<file path="src/rtl/conv_pkg.sv">
// rtl/conv_pkg.sv - shared widths, vector lengths and run states for conv_stream_driver
package conv_pkg;

  // sample and result widths (signed two's complement)
  localparam int XW = 8;
  localparam int YW = 18;

  // vector lengths; NY is the number of valid-mode convolution outputs
  localparam int NX = 8;
  localparam int NF = 4;
  localparam int NY = NX - NF + 1;

  // counter width: must hold NX, NF and NY without wrapping
  localparam int CW = 4;

  // buffer address widths for the x and f load ports
  localparam int XAW = 3;
  localparam int FAW = 2;

  typedef enum logic [1:0] {
    IDLE   = 2'd0,
    STREAM = 2'd1,
    FIN    = 2'd2
  } state_t;

endpackage

</file>
<file path="src/rtl/stream_tx_chan.sv">
// rtl/stream_tx_chan.sv - one buffered valid/ready master channel that replays an N-entry vector
module stream_tx_chan #(
  parameter int W    = 8,
  parameter int N    = 8,
  parameter int LOGN = 3,
  parameter int CW   = 4
) (
  input  logic            clk,
  input  logic            reset,
  input  logic            i_ld_en,
  input  logic [LOGN-1:0] i_ld_addr,
  input  logic [W-1:0]    i_ld_data,
  input  logic            i_arm,
  input  logic            i_abort,
  output logic [W-1:0]    o_data,
  output logic            o_valid,
  input  logic            i_ready,
  output logic            o_finished
);

  logic [W-1:0]  r_buf [N];
  logic [CW-1:0] r_cnt;
  logic          r_valid;
  logic [W-1:0]  r_data;

  logic          w_xfer;
  logic [CW-1:0] w_cnt_inc;
  logic [W-1:0]  w_first;

  assign w_xfer    = r_valid & i_ready;
  assign w_cnt_inc = r_cnt + CW'(1);

  // a load of entry 0 on the arming edge must be the value that goes out first
  assign w_first = (i_ld_en && (i_ld_addr == '0)) ? i_ld_data : r_buf[0];

  // high when every entry has been delivered, counting a transfer at the coming edge
  assign o_finished = (r_cnt == CW'(N)) || (w_xfer && (w_cnt_inc == CW'(N)));

  assign o_data  = r_data;
  assign o_valid = r_valid;

  // host write port into the local vector buffer; contents survive reset
  always_ff @(posedge clk) begin
    if (i_ld_en) begin
      r_buf[i_ld_addr] <= i_ld_data;
    end
  end

  // stream engine: valid and data are registered and only move on a completed transfer
  always_ff @(posedge clk) begin
    if (reset || i_abort) begin
      r_cnt   <= '0;
      r_valid <= 1'b0;
      r_data  <= '0;
    end else if (i_arm) begin
      r_cnt   <= '0;
      r_valid <= 1'b1;
      r_data  <= w_first;
    end else if (w_xfer) begin
      r_cnt <= w_cnt_inc;
      if (w_cnt_inc < CW'(N)) begin
        r_valid <= 1'b1;
        r_data  <= r_buf[w_cnt_inc[LOGN-1:0]];
      end else begin
        r_valid <= 1'b0;
        r_data  <= '0;
      end
    end
  end

endmodule

</file>
<file path="src/rtl/conv_stream_driver.sv">
// rtl/conv_stream_driver.sv - feeds x/f vectors to conv_8_4 and collects its y results
module conv_stream_driver
  import conv_pkg::*;
(
  input  logic          clk,
  input  logic          reset,
  input  logic          ld_en,
  input  logic          ld_sel,
  input  logic [2:0]    ld_addr,
  input  logic [XW-1:0] ld_data,
  input  logic          start,
  output logic          busy,
  output logic          done,
  output logic [XW-1:0] m_data_x,
  output logic          m_valid_x,
  input  logic          m_ready_x,
  output logic [XW-1:0] m_data_f,
  output logic          m_valid_f,
  input  logic          m_ready_f,
  input  logic [YW-1:0] s_data_y,
  input  logic          s_valid_y,
  output logic          s_ready_y,
  input  logic [2:0]    rd_addr,
  output logic [YW-1:0] rd_data
);

  state_t        r_state;
  logic          r_busy;
  logic          r_done;
  logic [CW-1:0] r_y_cnt;
  logic [YW-1:0] r_ybuf [NY];

  logic          w_idle;
  logic          w_start;
  logic          w_ld_x;
  logic          w_ld_f;
  logic          w_abort;
  logic          w_x_fin;
  logic          w_f_fin;
  logic          w_y_acc;
  logic [CW-1:0] w_y_cnt_inc;
  logic          w_y_fin;

  assign w_idle  = (r_state == IDLE);
  assign w_start = w_idle & start;
  assign w_ld_x  = w_idle & ld_en & ~ld_sel;
  assign w_ld_f  = w_idle & ld_en & ld_sel;

  // park both channels once a run has completed
  assign w_abort = (r_state == FIN);

  assign s_ready_y   = (r_state == STREAM) && (r_y_cnt < CW'(NY));
  assign w_y_acc     = s_valid_y & s_ready_y;
  assign w_y_cnt_inc = r_y_cnt + CW'(1);
  assign w_y_fin     = (r_y_cnt == CW'(NY)) || (w_y_acc && (w_y_cnt_inc == CW'(NY)));

  assign busy = r_busy;
  assign done = r_done;

  stream_tx_chan #(
    .W    (XW),
    .N    (NX),
    .LOGN (XAW),
    .CW   (CW)
  ) u_x_chan (
    .clk        (clk),
    .reset      (reset),
    .i_ld_en    (w_ld_x),
    .i_ld_addr  (ld_addr),
    .i_ld_data  (ld_data),
    .i_arm      (w_start),
    .i_abort    (w_abort),
    .o_data     (m_data_x),
    .o_valid    (m_valid_x),
    .i_ready    (m_ready_x),
    .o_finished (w_x_fin)
  );

  stream_tx_chan #(
    .W    (XW),
    .N    (NF),
    .LOGN (FAW),
    .CW   (CW)
  ) u_f_chan (
    .clk        (clk),
    .reset      (reset),
    .i_ld_en    (w_ld_f),
    .i_ld_addr  (ld_addr[FAW-1:0]),
    .i_ld_data  (ld_data),
    .i_arm      (w_start),
    .i_abort    (w_abort),
    .o_data     (m_data_f),
    .o_valid    (m_valid_f),
    .i_ready    (m_ready_f),
    .o_finished (w_f_fin)
  );

  // run sequencer: FIN is entered on the edge that completes the last of the three streams
  always_ff @(posedge clk) begin
    if (reset) begin
      r_state <= IDLE;
      r_busy  <= 1'b0;
      r_done  <= 1'b0;
    end else begin
      r_done <= 1'b0;
      case (r_state)
        IDLE: begin
          if (start) begin
            r_state <= STREAM;
            r_busy  <= 1'b1;
          end
        end
        STREAM: begin
          if (w_x_fin && w_f_fin && w_y_fin) begin
            r_state <= FIN;
            r_busy  <= 1'b0;
            r_done  <= 1'b1;
          end
        end
        FIN: begin
          r_state <= IDLE;
        end
        default: begin
          r_state <= IDLE;
          r_busy  <= 1'b0;
        end
      endcase
    end
  end

  // result capture: cleared at the start of every run, filled in arrival order
  always_ff @(posedge clk) begin
    if (reset || w_start) begin
      r_y_cnt <= '0;
      for (int i = 0; i < NY; i++) begin
        r_ybuf[i] <= '0;
      end
    end else if (w_y_acc) begin
      r_y_cnt <= w_y_cnt_inc;
      for (int i = 0; i < NY; i++) begin
        if (r_y_cnt == CW'(i)) begin
          r_ybuf[i] <= s_data_y;
        end
      end
    end
  end

  // host readback mux; out-of-range addresses read as zero
  always_comb begin
    rd_data = '0;
    for (int i = 0; i < NY; i++) begin
      if (rd_addr == 3'(i)) begin
        rd_data = r_ybuf[i];
      end
    end
  end

endmodule

</file>
<file path="config.mk">
export PLATFORM = sky130hd
export DESIGN_NAME = conv_stream_driver
export DESIGN_NICKNAME = d
export VERILOG_FILES = /design/src/rtl/conv_pkg.sv /design/src/rtl/stream_tx_chan.sv /design/src/rtl/conv_stream_driver.sv
export SDC_FILE = /design/constraint.sdc
export NUM_CORES = 1
export LEC_CHECK = 0
export ABC_AREA = 1
export BUFFER_PORTS_ARGS = -buffer_cell sky130_fd_sc_hd__buf_2
export CAP_MARGIN = 40
export CELL_PAD_IN_SITES_DETAIL_PLACEMENT = 2
export CELL_PAD_IN_SITES_GLOBAL_PLACEMENT = 2
export CORE_MARGIN = 5
export CORE_UTILIZATION = 36
export CTS_CLUSTER_DIAMETER = 200
export DETAILED_ROUTE_END_ITERATION = 7
export GPL_ROUTABILITY_DRIVEN = 0
export PLACE_DENSITY_LB_ADDON = 0.08
export SYNTH_ARGS = -nofsm -noshare
export SYNTH_HDL_FRONTEND = slang
export SYNTH_SLANG_ARGS = --single-unit
</file>
<file path="constraint.sdc">
create_clock -name clk -period 1.7 [get_ports clk]
set_input_delay 0.34 -clock clk [delete_from_list [all_inputs] [get_ports clk]]
set_output_delay 0.34 -clock clk [all_outputs]
set_load 0.01 [all_outputs]
</file>
## Word-level counts from Yosys, hierarchy flattened

Memory sizes are Yosys's and may differ from the RTL's.
Index checks and enable logic that the tools add are counted.

| word-level totals | value |
|---|---|
| memories | 3 |
| register bits after elaboration | 34 |
| memory bits (writable) | 186 |
| input bits | 40 |

| operators by class | value |
|---|---|
| add/subtract/negate cells | 3 |
| magnitude comparators | 3 |
| muxes and demuxes | 57 |
| reduce and logical (&&, ||, !) cells | 24 |
| eq/ne operators | 18 |
| bitwise gates (word level) | 15 |

Memory list:

| memory | words | bits a word | rd ports | clocked after memory_dff | wr ports | RTL line | RTL |
|---|---|---|---|---|---|---|---|
| r_ybuf | 5 | 18 | 5 | 0 | 5 | conv_stream_driver.sv:31 | `logic [YW-1:0] r_ybuf [NY];` |
| u_x_chan.r_buf | 8 | 8 | 2 | 0 | 1 | stream_tx_chan.sv:21 | `logic [W-1:0] r_buf [N];` |
| u_f_chan.r_buf | 4 | 8 | 2 | 0 | 1 | stream_tx_chan.sv:21 |  |

Operators by type and width:

| operator | number |
|---|---|
| 18-bit two-way mux | 10 |
| 8-bit two-way mux | 8 |
| 1-bit two-way mux | 35 |
| 4-bit by 3-bit == test with 1-bit output, second input constant | 5 |
| 4-bit by 1-bit adder with 4-bit output, second input constant | 3 |
| 4-bit by 2-bit == test with 1-bit output, second input constant | 2 |
| 4-bit == test, second input constant | 2 |
| 1-bit logical AND | 8 |
| 4-bit by 3-bit less-than comparator with 1-bit output, second input constant | 2 |
| 1-bit bitwise AND | 7 |
| 3-bit by 2-bit == test with 1-bit output, second input constant | 2 |
| 3-bit logical NOT | 2 |
| 1-bit logical OR | 5 |
| 1-bit bitwise OR | 5 |
| 4-bit by 1-bit == test with 1-bit output, second input constant | 1 |
| 2-bit logical NOT | 2 |
| 4-bit logical NOT | 1 |
| 4-bit less-than comparator, second input constant | 1 |
| 2-bit two-way mux | 2 |
| 2-bit one-hot mux with 2 select lines | 1 |
| 2-bit nonzero test | 2 |
| 2-bit OR reduction | 2 |
| 3-bit by 1-bit == test with 1-bit output, second input constant | 1 |
| 3-bit == test, second input constant | 1 |
| other kinds (8) | 10 |

## Longest topological paths before layout

| depth | value |
|---|---|
| word-level depth | 8 |
| gate-level depth with buffers | 13 |
| gate-level depth less buffers | 11 |

## By module

Synthesis repeated with hierarchy kept, for this count alone.

| second synthesis, totals | value |
|---|---|
| cells, all modules | 955 |
| area, all modules | 9790.6 µm² |

Modules (own cells, without submodules):

| module | cells an instance | times used | area an instance (µm²) |
|---|---|---|---|
| conv_stream_driver | 327 | 1 | 4013.8 |
| stream_tx_chan (u_x_chan) | 367 | 1 | 3512.1 |
| stream_tx_chan (u_f_chan) | 261 | 1 | 2264.7 |

## Worst setup path before layout

OpenSTA, ideal clock, no wires.

| path | value |
|---|---|
| path type | register -> register |
| start | reg u_x_chan.r_cnt[0] |
| end | reg u_x_chan.r_data[4] (netlist: u_x_chan.o_data[4]) |
| library setup time | 0.111 ns |
| slack | -0.223 ns |
| cell stages (with the launch flop) | 13 |
| data required time | 1.589 ns |
| path buffers | 3 |
| arrival | 1.812 ns |
| cells stage by stage | dfxtp_1 > inv_1 > clkbuf_1 > ha_1 > buf_2 > buf_1 > nor2_1 > o21ai_0 > o211ai_1 > nand3_1 > nand3_1 > nand3_1 > inv_1 |

| on the way | value |
|---|---|
| word-level cells in the longest chain between the ends | 5 |

RTL lines:

| what | RTL line | RTL |
|---|---|---|
| from (decl) | stream_tx_chan.sv:22 | `logic [CW-1:0] r_cnt;` |
| from (signal assigned) | stream_tx_chan.sv:60 | `r_cnt <= w_cnt_inc;` |
| 4-bit by 1-bit adder with 4-bit output * | stream_tx_chan.sv:31 | `assign w_cnt_inc = r_cnt + CW'(1);` |
| named net u_x_chan.w_cnt_inc[0] | stream_tx_chan.sv:27 | `logic [CW-1:0] w_cnt_inc;` |
| memory read 8 x 8 bit / 4-bit less-than comparator (equally long branches) | -- |  |
| 8-bit two-way mux * | stream_tx_chan.sv:61 | `if (w_cnt_inc < CW'(N)) begin` |
| 8-bit two-way mux * | stream_tx_chan.sv:59 | `end else if (w_xfer) begin` |
| 8-bit two-way mux * | stream_tx_chan.sv:55 | `end else if (i_arm) begin` |
| to (signal assigned) | stream_tx_chan.sv:58 | `r_data <= w_first;` |
| to (signal assigned) | stream_tx_chan.sv:63 | `r_data <= r_buf[w_cnt_inc[LOGN-1:0]];` |
| to (decl) | stream_tx_chan.sv:24 | `logic [W-1:0] r_data;` |

The timed path passes the listed nets; every way through them passes the cells marked *. The select of a mux whose other input is x is not followed.
A chain may end at the register's enable or synchronous reset.

==> results.json <==
{
  "synth_top_area_share_pct": 59.98,
  "netlist_instances": 837,
  "grt_max_degree": 36,
  "synth_most_common_cell": "edfxtp_1",
  "synth_compound_area_share_pct": 10.63,
  "cpMaxStageDelayCell": "edfxtp_1",
  "cts_tree": "built",
  "die_y_um": 170.8,
  "power.density_mw_per_mm2": 1032,
  "pin_count": 79,
  "worst_slack_ns": -0.2815,
  "hold_violations": 0,
  "ctsHoldBuffers": 0,
  "tightest_slew_ns": 0.3816,
  "dp.cells": 1316,
  "start_util_pct": 36.77,
  "drt_iter0_markers": 364,
  "synth-edff-count": 186,
  "drc": 0,
  "p_leak_nw": 5.156,
  "vias": 7292,
  "crit_end": "rd_data[14]",
  "syn_nets": 888,
  "routed_wl_mm": 32.47,
  "wire_per_inst_um": 23.41,
  "nNetsFinal": 1091,
  "fill_cells": 2495,
  "firstDrtPassIters": 4,
  "drv_slew": 0,
  "critPathRequiredTime_ns": 1.36,
  "synth_area_per_cell_um2": 11.13,
  "cts-root-buf": "clkbuf_16",
  "ant_nets": 0,
  "period_minus_slack_ns": 1.981,
  "setup-tns-final_ns": -12.77,
  "fp.dieArea_mm2": 0.02918,
  "grt_pass1_wl_mm": 48.33,
  "hold_path.class": "input pin to register",
  "layout-drive-gt1-share_pct": 36.14,
  "die_w_um": 170.8,
  "setup_viol": 184,
  "r2r_start": "r_state[0]$_SDFFE_PP0P_",
  "violations": "negative setup slack",
  "synth-simple-area-share_pct": 14.85,
  "synth_common_cells": "edfxtp_1 (186), nor2_1 (92), inv_1 (88), o21ai_0 (81), nand2_1 (79)",
  "crit_chain": "nand3_2, o21ai_1, a21oi_1, nand3_1, buf_2",
  "rsz0062_at_grt": "yes",
  "cts_made_buffers": 25,
  "finClkSkew_ns": 0.02588,
  "htree_levels": 1,
  "dp_hpwl_mm": 20.76,
  "netlist.top_cell.by_area": "edfxtp_1",
  "max_cap_violations": 0,
  "grt_pass1_vias": 8208,
  "startpoint_type": "register",
  "rows": 58,
  "async_flop_share_pct": 0,
  "gr-usage-all-layers_pct": 21.41,
  "netlist_area_mm2": 0.009313,
  "portBuffers": 78,
  "yosysSeqAreaShare_pct": 67.28,
  "final_cells": 1387,
  "diodes": 0,
  "core_area_mm2": 0.02533,
  "synth-seq-cells": 220,
  "synthMuxAreaShare_pct": 0,
  "ys.flop_type": "edfxtp_1",
  "arrival_ns": 1.64,
  "reg2reg_to": "r_ybuf[0][35]$_DFFE_PP_",
  "worst-path-buf-inv": 1,
  "synth_top_family_by_area": "simple AND/OR/NAND/NOR gates",
  "status": "finished with violations",
  "slew_headroom_pct": 74.53,
  "syn2layout_area_growth_pct": 37.23,
  "synth_cell_types": 36,
  "max_freq_mhz": 504.7,
  "max_stage_delay_ns": 0.41,
  "clock_latency_ns": 0.54,
  "rr_worst_depth": 11,
  "final.period_utilization_pct": 116.6,
  "path_depth": 5,
  "antenna_found_initial": 0,
  "gr-total-overflow": 0,
  "crit_type": "register to primary output",
  "cp-end-kind": "primary output",
  "vias_per_cell": 5.257,
  "ys.warnings.count": 0,
  "synth-xor-area-share_pct": 0.2687,
  "clockBufferDepth": 3,
  "ir_drop_mv": 0.7279,
  "cts.clk_slew.worst_paths_ns": 0.06,
  "synthAdderAreaFrac_pct": 1.478,
  "path_max_fanout": 1,
  "cpLargestDelayFamily": "flip-flops",
  "clock_sinks": 220,
  "synth_area_leaders": "edfxtp_1 (60%), dfxtp_1 (7.3%), o21ai_0 (4.4%)",
  "worstSetupStartpoint": "r_ybuf[0][14]$_DFFE_PP_",
  "reg2reg_setup_slack_ns": -0.14
}
## kinds of logic after synthesis
group | after synthesis
xor gates and xnor gates | 2
and+or+nand+nor | 296
AOI/OAI and AO/OA | 179
DFF | 220
adders and majority gates | 11
buffers and inverters | 129
## cell type report
type                            instances  area (um^2)  share of cell area [%]
Clock buffer                           31        658.1                   5.150
Clock inverter                         13        168.9                   1.322
Inverter                               94        376.6                   2.947
Multi-Input combinational cell        488         3083                   24.12
Sequential cell                       220         6282                   49.16
Tap cell                              330        412.9                   3.231
Timing Repair Buffer                  210         1793                   14.03
Timing Repair inverter                  1        5.005                 0.03916
## worst min path at each step
stage | start | end | slack, ns | depth (start not counted)
floorplan | reset | r_state[0]$_SDFFE_PP0P_ | 0.41 | 1
global placement | u_x_chan.r_cnt[3]$_SDFFE_PP0P_ | u_x_chan.r_cnt[3]$_SDFFE_PP0P_ | 0.47 | 2
detailed placement | u_f_chan.o_valid$_SDFFE_PP0P_ | u_f_chan.o_valid$_SDFFE_PP0P_ | 0.49 | 2
CTS | ld_data[3] | u_x_chan.r_buf[0][3]$_DFFE_PP_ | 0.11 | 1
global route | ld_data[3] | u_x_chan.r_buf[0][3]$_DFFE_PP_ | 0.12 | 1
finish | ld_data[3] | u_x_chan.r_buf[0][3]$_DFFE_PP_ | 0.12 | 1
## flip-flops by register name, summed over array words and instances, names as in the netlist, 2 cells and up
| signal | flops |
|---|---|
| r_y_cnt | 4 |
| u_x_chan.r_cnt | 4 |
| u_x_chan.o_data | 8 |
| r_ybuf | 90 |
| u_f_chan.r_cnt | 4 |
| u_f_chan.r_buf | 32 |
| r_state | 2 |
| u_x_chan.r_buf | 64 |
| u_f_chan.o_data | 8 |
## where the power goes
group          leakage (nW)  internal (W)  total (W)  switching [W]
Clock                 0.405       0.00334    0.00555        0.00220
Sequential             2.13       0.00609    0.00620       0.000110
Combinational          2.62      0.000585    0.00144       0.000854
## cell usage in the layout, fill, tap and decap left out, types with 3 or more instances in the layout
cell,count
clkinv_2,6
ha_4,3
nand3_2,10
a21oi_2,5
nor2_1,65
nand2_2,4
buf_4,86
a21oi_1,47
buf_16,4
o21ai_0,57
buf_6,21
nor2_4,27
nand4_1,18
a221oi_2,11
nand3_1,57
bufinv_16,4
edfxtp_1,186
o21bai_1,3
o21ai_2,11
nand2_1,69
buf_12,15
nor3_1,5
nor4_1,3
dfxtp_2,7
inv_1,80
o211ai_1,10
nand2_8,5
o21ai_1,20
nor2_2,10
clkbuf_1,5
nor3_2,3
inv_4,4
clkbuf_16,28
buf_2,79
a31oi_1,11
dfxtp_1,25
ha_1,8
or2_2,12
inv_2,7
## metal layers
metal	GRT usage (%)	routed length, um
met1	25.65	12950
met2	40.73	17790
met3	2.518	982
met4	5.546	743
met5	0	0
## repair_timing
| item | 4_1_cts | 5_1_grt |
|---|---|---|
| endpoints found under the setup margin | 219 | 227 |
| resized for setup | 80 | 80 |
| buffers inserted | 7 | 13 |
| pin swaps | 31 | 59 |
| gates cloned | 5 | 4 |
| hold endpoints to repair | 0 | 0 |
## stage by stage
| stage | utilization (%) | total power, W | worst slack, ns | hold slack, ns | instance area [um^2] |
|---|---|---|---|---|---|
| 4_1_cts | 48.85 | 0.01317 | -0.1846 | 0.1063 | 12370 |
| 3_3_place_gp | 43.57 | 0.007427 | -0.1855 | 0.4730 | 11030 |
| 2_1_floorplan | - | 0.006854 | -0.1818 | 0.4091 | 9513 |
| 5_1_grt | 50.46 | 0.01370 | -0.3114 | 0.1165 | 12780 |
| 3_5_place_dp | 43.57 | 0.007499 | -0.3154 | 0.4914 | 11030 |
| 6_report | 50.46 | 0.01319 | -0.2815 | 0.1245 | 12780 |
Power figures use the tool's default switching activity.
